## config.mk

```make
export PLATFORM = sky130hd
export DESIGN_NAME = ds_reg_bank_flat
export DESIGN_NICKNAME = d
export VERILOG_FILES = /design/src/rtl/ds_reg_bank_if.sv /design/src/rtl/ds_reg_bank.sv /design/src/flat_wrapper.sv
export SDC_FILE = /design/constraint.sdc
export NUM_CORES = 1
export LEC_CHECK = 0
export ABC_CLOCK_PERIOD_IN_PS = 4100
export BUFFER_PORTS_ARGS = -buffer_cell sky130_fd_sc_hd__buf_2
export CORE_ASPECT_RATIO = 0.75
export CORE_MARGIN = 3
export CORE_UTILIZATION = 50
export DETAILED_ROUTE_END_ITERATION = 7
export PLACE_DENSITY_LB_ADDON = 0.25
export SLEW_MARGIN = 10
export SYNTH_ARGS = -nofsm -noshare
export SYNTH_HDL_FRONTEND = slang
export SYNTH_SLANG_ARGS = --single-unit
```

## constraint.sdc

```tcl
create_clock -name clk -period 4.1 [get_ports clk]
set_input_delay 0.205 -clock clk [delete_from_list [all_inputs] [get_ports clk]]
set_output_delay 0.205 -clock clk [all_outputs]
set_load 0.05 [all_outputs]
```

## src/rtl/ds_reg_bank_if.sv

```systemverilog
// Bus between the datapath control unit and the register bank: operation request,
// read port, register snapshot and status flags.
interface ds_reg_bank_if #(
    parameter int WIDTH = 18,
    parameter int DEPTH = 4,
    parameter int AW    = 2
);
    logic                   en;
    logic [2:0]             op;
    logic [AW-1:0]          wa;
    logic [AW-1:0]          sa;
    logic [WIDTH-1:0]       din;
    logic [AW-1:0]          ra;
    logic [WIDTH-1:0]       dout;
    logic                   zero;
    logic [DEPTH*WIDTH-1:0] q_all;
    logic                   wrap;
    logic                   err;
    logic                   ovf;

    modport master (
        output en, op, wa, sa, din, ra,
        input  dout, zero, q_all, wrap, err, ovf
    );

    modport slave (
        input  en, op, wa, sa, din, ra,
        output dout, zero, q_all, wrap, err, ovf
    );
endinterface

```

## src/rtl/ds_reg_bank.sv

```systemverilog
// DEPTH x WIDTH general-purpose register bank for the down-sampling datapath.
// One op per cycle, state updated on the falling clock edge, combinational read port.
module ds_reg_bank #(
    parameter int             WIDTH   = 18,
    parameter int             DEPTH   = 4,
    parameter int             AW      = 2,
    parameter logic [WIDTH-1:0] RST_VAL = WIDTH'(6)
) (
    input  logic          clk,
    input  logic          rst,
    ds_reg_bank_if.slave  bus
);
    typedef enum logic [2:0] {
        OP_NOP  = 3'd0,
        OP_LOAD = 3'd1,
        OP_INC  = 3'd2,
        OP_DEC  = 3'd3,
        OP_CLR  = 3'd4,
        OP_COPY = 3'd5,
        OP_SWAP = 3'd6,
        OP_RSVD = 3'd7
    } op_e;

    localparam int NA = 2 ** AW;

    logic [DEPTH-1:0][WIDTH-1:0] regs;
    // Full address-space view: slots beyond DEPTH read as zero and are flagged invalid.
    logic [NA-1:0][WIDTH-1:0]    ext;
    logic [NA-1:0]               addr_ok;

    for (genvar i = 0; i < NA; i++) begin : g_ext
        if (i < DEPTH) begin : g_real
            assign ext[i]     = regs[i];
            assign addr_ok[i] = 1'b1;
        end else begin : g_hole
            assign ext[i]     = '0;
            assign addr_ok[i] = 1'b0;
        end
    end

    op_e              op;
    logic [WIDTH-1:0] cur;
    logic [WIDTH-1:0] src;
    logic [WIDTH-1:0] a_val;
    logic             active;
    logic             need_sa;
    logic             bad;
    logic             same;
    logic             go;
    logic             wrap_n;
    logic             wrap_q;
    logic             err_q;
    logic             ovf_q;

    assign op  = op_e'(bus.op);
    assign cur = ext[bus.wa];
    assign src = ext[bus.sa];

    always_comb begin
        active  = 1'b0;
        need_sa = 1'b0;
        a_val   = cur;
        wrap_n  = 1'b0;
        case (op)
            OP_LOAD: begin active = 1'b1; a_val = bus.din; end
            OP_INC:  begin active = 1'b1; a_val = cur + 1'b1; wrap_n = (cur == '1); end
            OP_DEC:  begin active = 1'b1; a_val = cur - 1'b1; wrap_n = (cur == '0); end
            OP_CLR:  begin active = 1'b1; a_val = '0; end
            OP_COPY: begin active = 1'b1; need_sa = 1'b1; a_val = src; end
            OP_SWAP: begin active = 1'b1; need_sa = 1'b1; a_val = src; end
            default: ;
        endcase
        active = active && bus.en;
        bad    = active && (!addr_ok[bus.wa] || (need_sa && !addr_ok[bus.sa]));
        // A copy/swap onto itself is a no-op rather than a write of the same value.
        same   = need_sa && (bus.wa == bus.sa);
        go     = active && !bad && !same;
        wrap_n = wrap_n && go;
    end

    always_ff @(negedge clk) begin
        if (rst) begin
            for (int i = 0; i < DEPTH; i++) regs[i] <= RST_VAL;
            wrap_q <= 1'b0;
            err_q  <= 1'b0;
            ovf_q  <= 1'b0;
        end else begin
            // Swap writes both ends from values sampled before the edge.
            for (int i = 0; i < DEPTH; i++) begin
                if (go && bus.wa == AW'(i))
                    regs[i] <= a_val;
                else if (go && op == OP_SWAP && bus.sa == AW'(i))
                    regs[i] <= cur;
            end
            wrap_q <= wrap_n;
            err_q  <= bad;
            ovf_q  <= ovf_q | wrap_n;
        end
    end

    assign bus.dout  = ext[bus.ra];
    assign bus.zero  = (ext[bus.ra] == '0);
    assign bus.q_all = regs;
    assign bus.wrap  = wrap_q;
    assign bus.err   = err_q;
    assign bus.ovf   = ovf_q;
endmodule

```

## src/flat_wrapper.sv

```systemverilog
// flat-port wrapper written by rule: the top's interface ports become plain ports
module ds_reg_bank_flat 
#(
    parameter int             WIDTH   = 18,
    parameter int             DEPTH   = 4,
    parameter int             AW      = 2,
    parameter logic [WIDTH-1:0] RST_VAL = WIDTH'(6)
)
  (clk, rst, bus_en, bus_op, bus_wa, bus_sa, bus_din, bus_ra, bus_dout, bus_zero, bus_q_all, bus_wrap, bus_err, bus_ovf);
  ds_reg_bank_if #(.WIDTH(WIDTH), .DEPTH(DEPTH), .AW(AW)) bus_i ();
  input  logic clk;
  input  logic rst;
  input wire logic [$bits(bus_i.en)-1:0] bus_en;
  input wire logic [$bits(bus_i.op)-1:0] bus_op;
  input wire logic [$bits(bus_i.wa)-1:0] bus_wa;
  input wire logic [$bits(bus_i.sa)-1:0] bus_sa;
  input wire logic [$bits(bus_i.din)-1:0] bus_din;
  input wire logic [$bits(bus_i.ra)-1:0] bus_ra;
  output wire logic [$bits(bus_i.dout)-1:0] bus_dout;
  output wire logic [$bits(bus_i.zero)-1:0] bus_zero;
  output wire logic [$bits(bus_i.q_all)-1:0] bus_q_all;
  output wire logic [$bits(bus_i.wrap)-1:0] bus_wrap;
  output wire logic [$bits(bus_i.err)-1:0] bus_err;
  output wire logic [$bits(bus_i.ovf)-1:0] bus_ovf;
  assign bus_i.en = bus_en;
  assign bus_i.op = bus_op;
  assign bus_i.wa = bus_wa;
  assign bus_i.sa = bus_sa;
  assign bus_i.din = bus_din;
  assign bus_i.ra = bus_ra;
  assign bus_dout = bus_i.dout;
  assign bus_zero = bus_i.zero;
  assign bus_q_all = bus_i.q_all;
  assign bus_wrap = bus_i.wrap;
  assign bus_err = bus_i.err;
  assign bus_ovf = bus_i.ovf;
  ds_reg_bank #(.WIDTH(WIDTH), .DEPTH(DEPTH), .AW(AW), .RST_VAL(RST_VAL)) u_core (.clk(clk), .rst(rst), .bus(bus_i));
endmodule
```

==> results.cfg <==
[status]
outcome = complete, but fails checks
failing_checks = DRC, setup timing

[grt]
track_usage_pct = 44.52
grt_first_pass_wirelength_um = 53490
globalRoute.totalOverflow = 0
vias_in_the_first_global_route = 9651
pin_count_of_the_biggest_net_entering_global_routing = 66
grt_antenna_before_repair = 1

[clock_tree]
tritoncts_num_sinks = 74
clock_insertion_delay_worst_skew_ns = 0.48
cts_made_buffers = 9
cts_tree = done
htreeDepth = 3
clockBufferDepth = 2
clk_root_buffer_cell = clkbuf_16
reg_clk_slew_reported_paths_ns = 0.04
cts_hold_repair.buffers = 0

[sta]
maxSlewHeadroom_pct = 54.57
final.setup_skew_ns = 0.08252
finalHoldViolations = 0
tightestPinTransition_ns = 0.6814
drv_slew = 0
hold_slack_ns = 0.4793
finalSetupViolCount = 63
fin_tns_setup_ns = -23.93
rsz0062_at_grt = true
worst_slack_ns = -0.5716

[logic_synthesis]
mapped_avg_cell_area_um2 = 8.530
netlist.top_cell.by_area = dfxtp_1
synth.ff_latch_count = 74
yosys_most_used_dff = dfxtp_1
asyncSetResetFlopFracSynth_pct = 0
synth_sequential_area_ratio_pct = 20.72
synth-warning-count = 0
syn-cell-area_um2 = 7148
syn-num-nets = 885
synth.cells.most_frequent = a21oi_1, dfxtp_1, nand2_1
synth.distinct_cells = 85
edff_count_synth = 0
synthMostInstantiatedCell = a21oi_1
synth_cells = 838
synth.area.top_cells = dfxtp_1, mux4_2, a21oi_1
synth_top_area_share_pct = 20.72

[critical_path]
criticalPathCategory = input port to flip-flop
regToRegEndpoint = u_core.bus.q_all[51]
timing_startpoint_of_the_critical_path = bus_wa[1]
timing.critical_path.required_ns = 2.37
critPathMaxFanout = 8
setup.worst_path.end_class = flip-flop
timing.critical_path.from_type = input port
critical_path_arrival_ns = 2.94
rr_worst_depth = 12
rrSetupSlack_ns = 0.94
reg2reg_from = u_core.bus.q_all[40]
worst_setup_ep = u_core.bus.q_all[51]

[run]
max_cap_violations = 0

[cells_and_area]
area_delta_synth_final_pct = 64.78
fin_nets = 1322
finish.utilization_pct = 85.09
layout-drive-gt1-share_pct = 51.29
fillCellCount = 782
antennaDiodeCount = 0

[pwr]
worst_ir_drop_vdd_v = 0.0002422
leakage_component_of_the_power_nw = 5.188
totalPowerFinal_mw = 3.059
cell_pwr_density_nw_per_um2 = 259.7

[detailed_routing]
detail_route.vias_per_cell = 7.157
detail_route.wl_per_cell_um = 27.43
detail_route.wirelength_um = 39890
drtAntennaViolNets = 0
drt-initial-drc-count = 1679
top_layer_used = met5
detailroute.wirelength.met3_um = 6303
num_vias = 10407
wl_met2_um = 16440
detailedRoute.firstPassIterationCount = 8
wirelength_met1_um = 13410
drt_drc_violations_left = 1

[floorplanning]
core_region_area_um2 = 13840
boundaryPins = 124
die_width_um = 144.1
initial_utilization_pct = 51.64
core.rowCount = 37
die_h_um = 109.5
floorplan.die_area_um2 = 15780

[place]
place.gp.congestion = 1.061
dp_hpwl_um = 25480
place.port_buffers = 122

[worst_hold_path]
hold_class = flip-flop to flip-flop
==> worst min path at each step <==
stage               cells after the start                 start                   end  slack, ns
floorplan                               2  u_core.bus.q_all[25]  u_core.bus.q_all[25]       0.72
global placement                        1        u_core.bus.ovf        u_core.bus.ovf       0.45
detailed placement                      1        u_core.bus.ovf        u_core.bus.ovf       0.45
CTS                                     1        u_core.bus.ovf        u_core.bus.ovf       0.48
global route                            1        u_core.bus.ovf        u_core.bus.ovf       0.50
finish                                  1        u_core.bus.ovf        u_core.bus.ovf       0.48
==> cells by family after synthesis <==
| kind of cell | after synthesis | share of synthesized area, % |
|---|---|---|
| AO/OA/AOI/OAI | 316 | 30.37 |
| adder cells (fa/ha/maj) | 18 | 3.221 |
| XOR/XNOR | 8 | 1.191 |
| multiplexers | 99 | 21.51 |
| flip-flops | 74 | 20.72 |
| other | 1 | 0.05246 |
| AND/OR/NAND/NOR | 226 | 16.51 |
| buffers and inverters | 96 | 6.424 |
==> per-layer routing <==
| metal | track usage, % | up-vias |
|---|---|---|
| met4 | 29.64 | 4 |
| met3 | 15.09 | 371 |
| met5 | 0 | - |
| met2 | 65.74 | 1056 |
| met1 | 55.19 | 4780 |
| li1 | - | 4196 |
==> final cells by class <==
type	count	area (µm²)	share of cell area, %
Multi-Input combinational cell	668	6232	52.91
Timing Repair Buffer	427	3214	27.29
Sequential cell	74	1483	12.59
Clock inverter	80	325.3	2.762
Clock buffer	9	225.2	1.912
Tap cell	175	219.0	1.859
Inverter	21	80.08	0.6798
==> power breakdown <==
part | total (mW) | internal (mW) | switching (mW)
Clock | 1.16 | 0.515 | 0.649
Combinational | 1.12 | 0.450 | 0.674
Sequential | 0.771 | 0.754 | 0.0175
==> placed cells by master, fill, tap and decap left out, types with 10 or more instances in the layout <==
| cell type | count |
|---|---|
| mux4_2 | 41 |
| buf_2 | 119 |
| a22oi_1 | 18 |
| buf_6 | 25 |
| buf_4 | 266 |
| nor2_1 | 39 |
| a21oi_1 | 55 |
| and2_1 | 10 |
| nor2b_1 | 14 |
| o21ai_0 | 30 |
| mux2_2 | 14 |
| a21oi_2 | 24 |
| inv_1 | 92 |
| o22ai_1 | 21 |
| dfxtp_1 | 73 |
| a211oi_1 | 20 |
| ha_4 | 15 |
| nand2_1 | 59 |
| nand3_1 | 18 |
| a221oi_2 | 13 |
| mux2i_1 | 35 |
| a221oi_1 | 13 |
| o221ai_1 | 14 |
| buf_12 | 17 |
==> registers in the layout, indices dropped and copies added (netlist names) <==
name and count:
u_core.bus.q_all 72, u_core.bus.wrap 1, u_core.bus.ovf 1
==> stage by stage <==
stage | area [µm²] | std cells | setup slack (ns)
final | 11780 | 1454 | -0.5716
after CTS | 11220 | 1442 | -0.4140
after floorplan | 7410 | 838 | -0.7340
after global routing | 11780 | 1454 | -0.6389
after detailed placement | 10060 | 1337 | -1.144
after global placement | 10060 | 1337 | -1.101
==> timing repair <==
action | 4_1_cts | 5_1_grt
resized for setup | 94 | 94
endpoints found under the setup margin | 69 | 69
pin swaps | 44 | 50
setup buffers | 21 | 18
==> worst max-delay path, cell delays in order <==
cell and delay, ns:
buf_6 0.18, buf_4 0.15, mux4_2 0.34, ha_4 0.33, o21a_1 0.19, o211ai_1 0.17, buf_4 0.19, a211o_4 0.35
buf_6 0.14, o211ai_1 0.17, buf_4 0.18, a31oi_4 0.11, a211oi_1 0.23
Power figures use the tool's default switching activity.
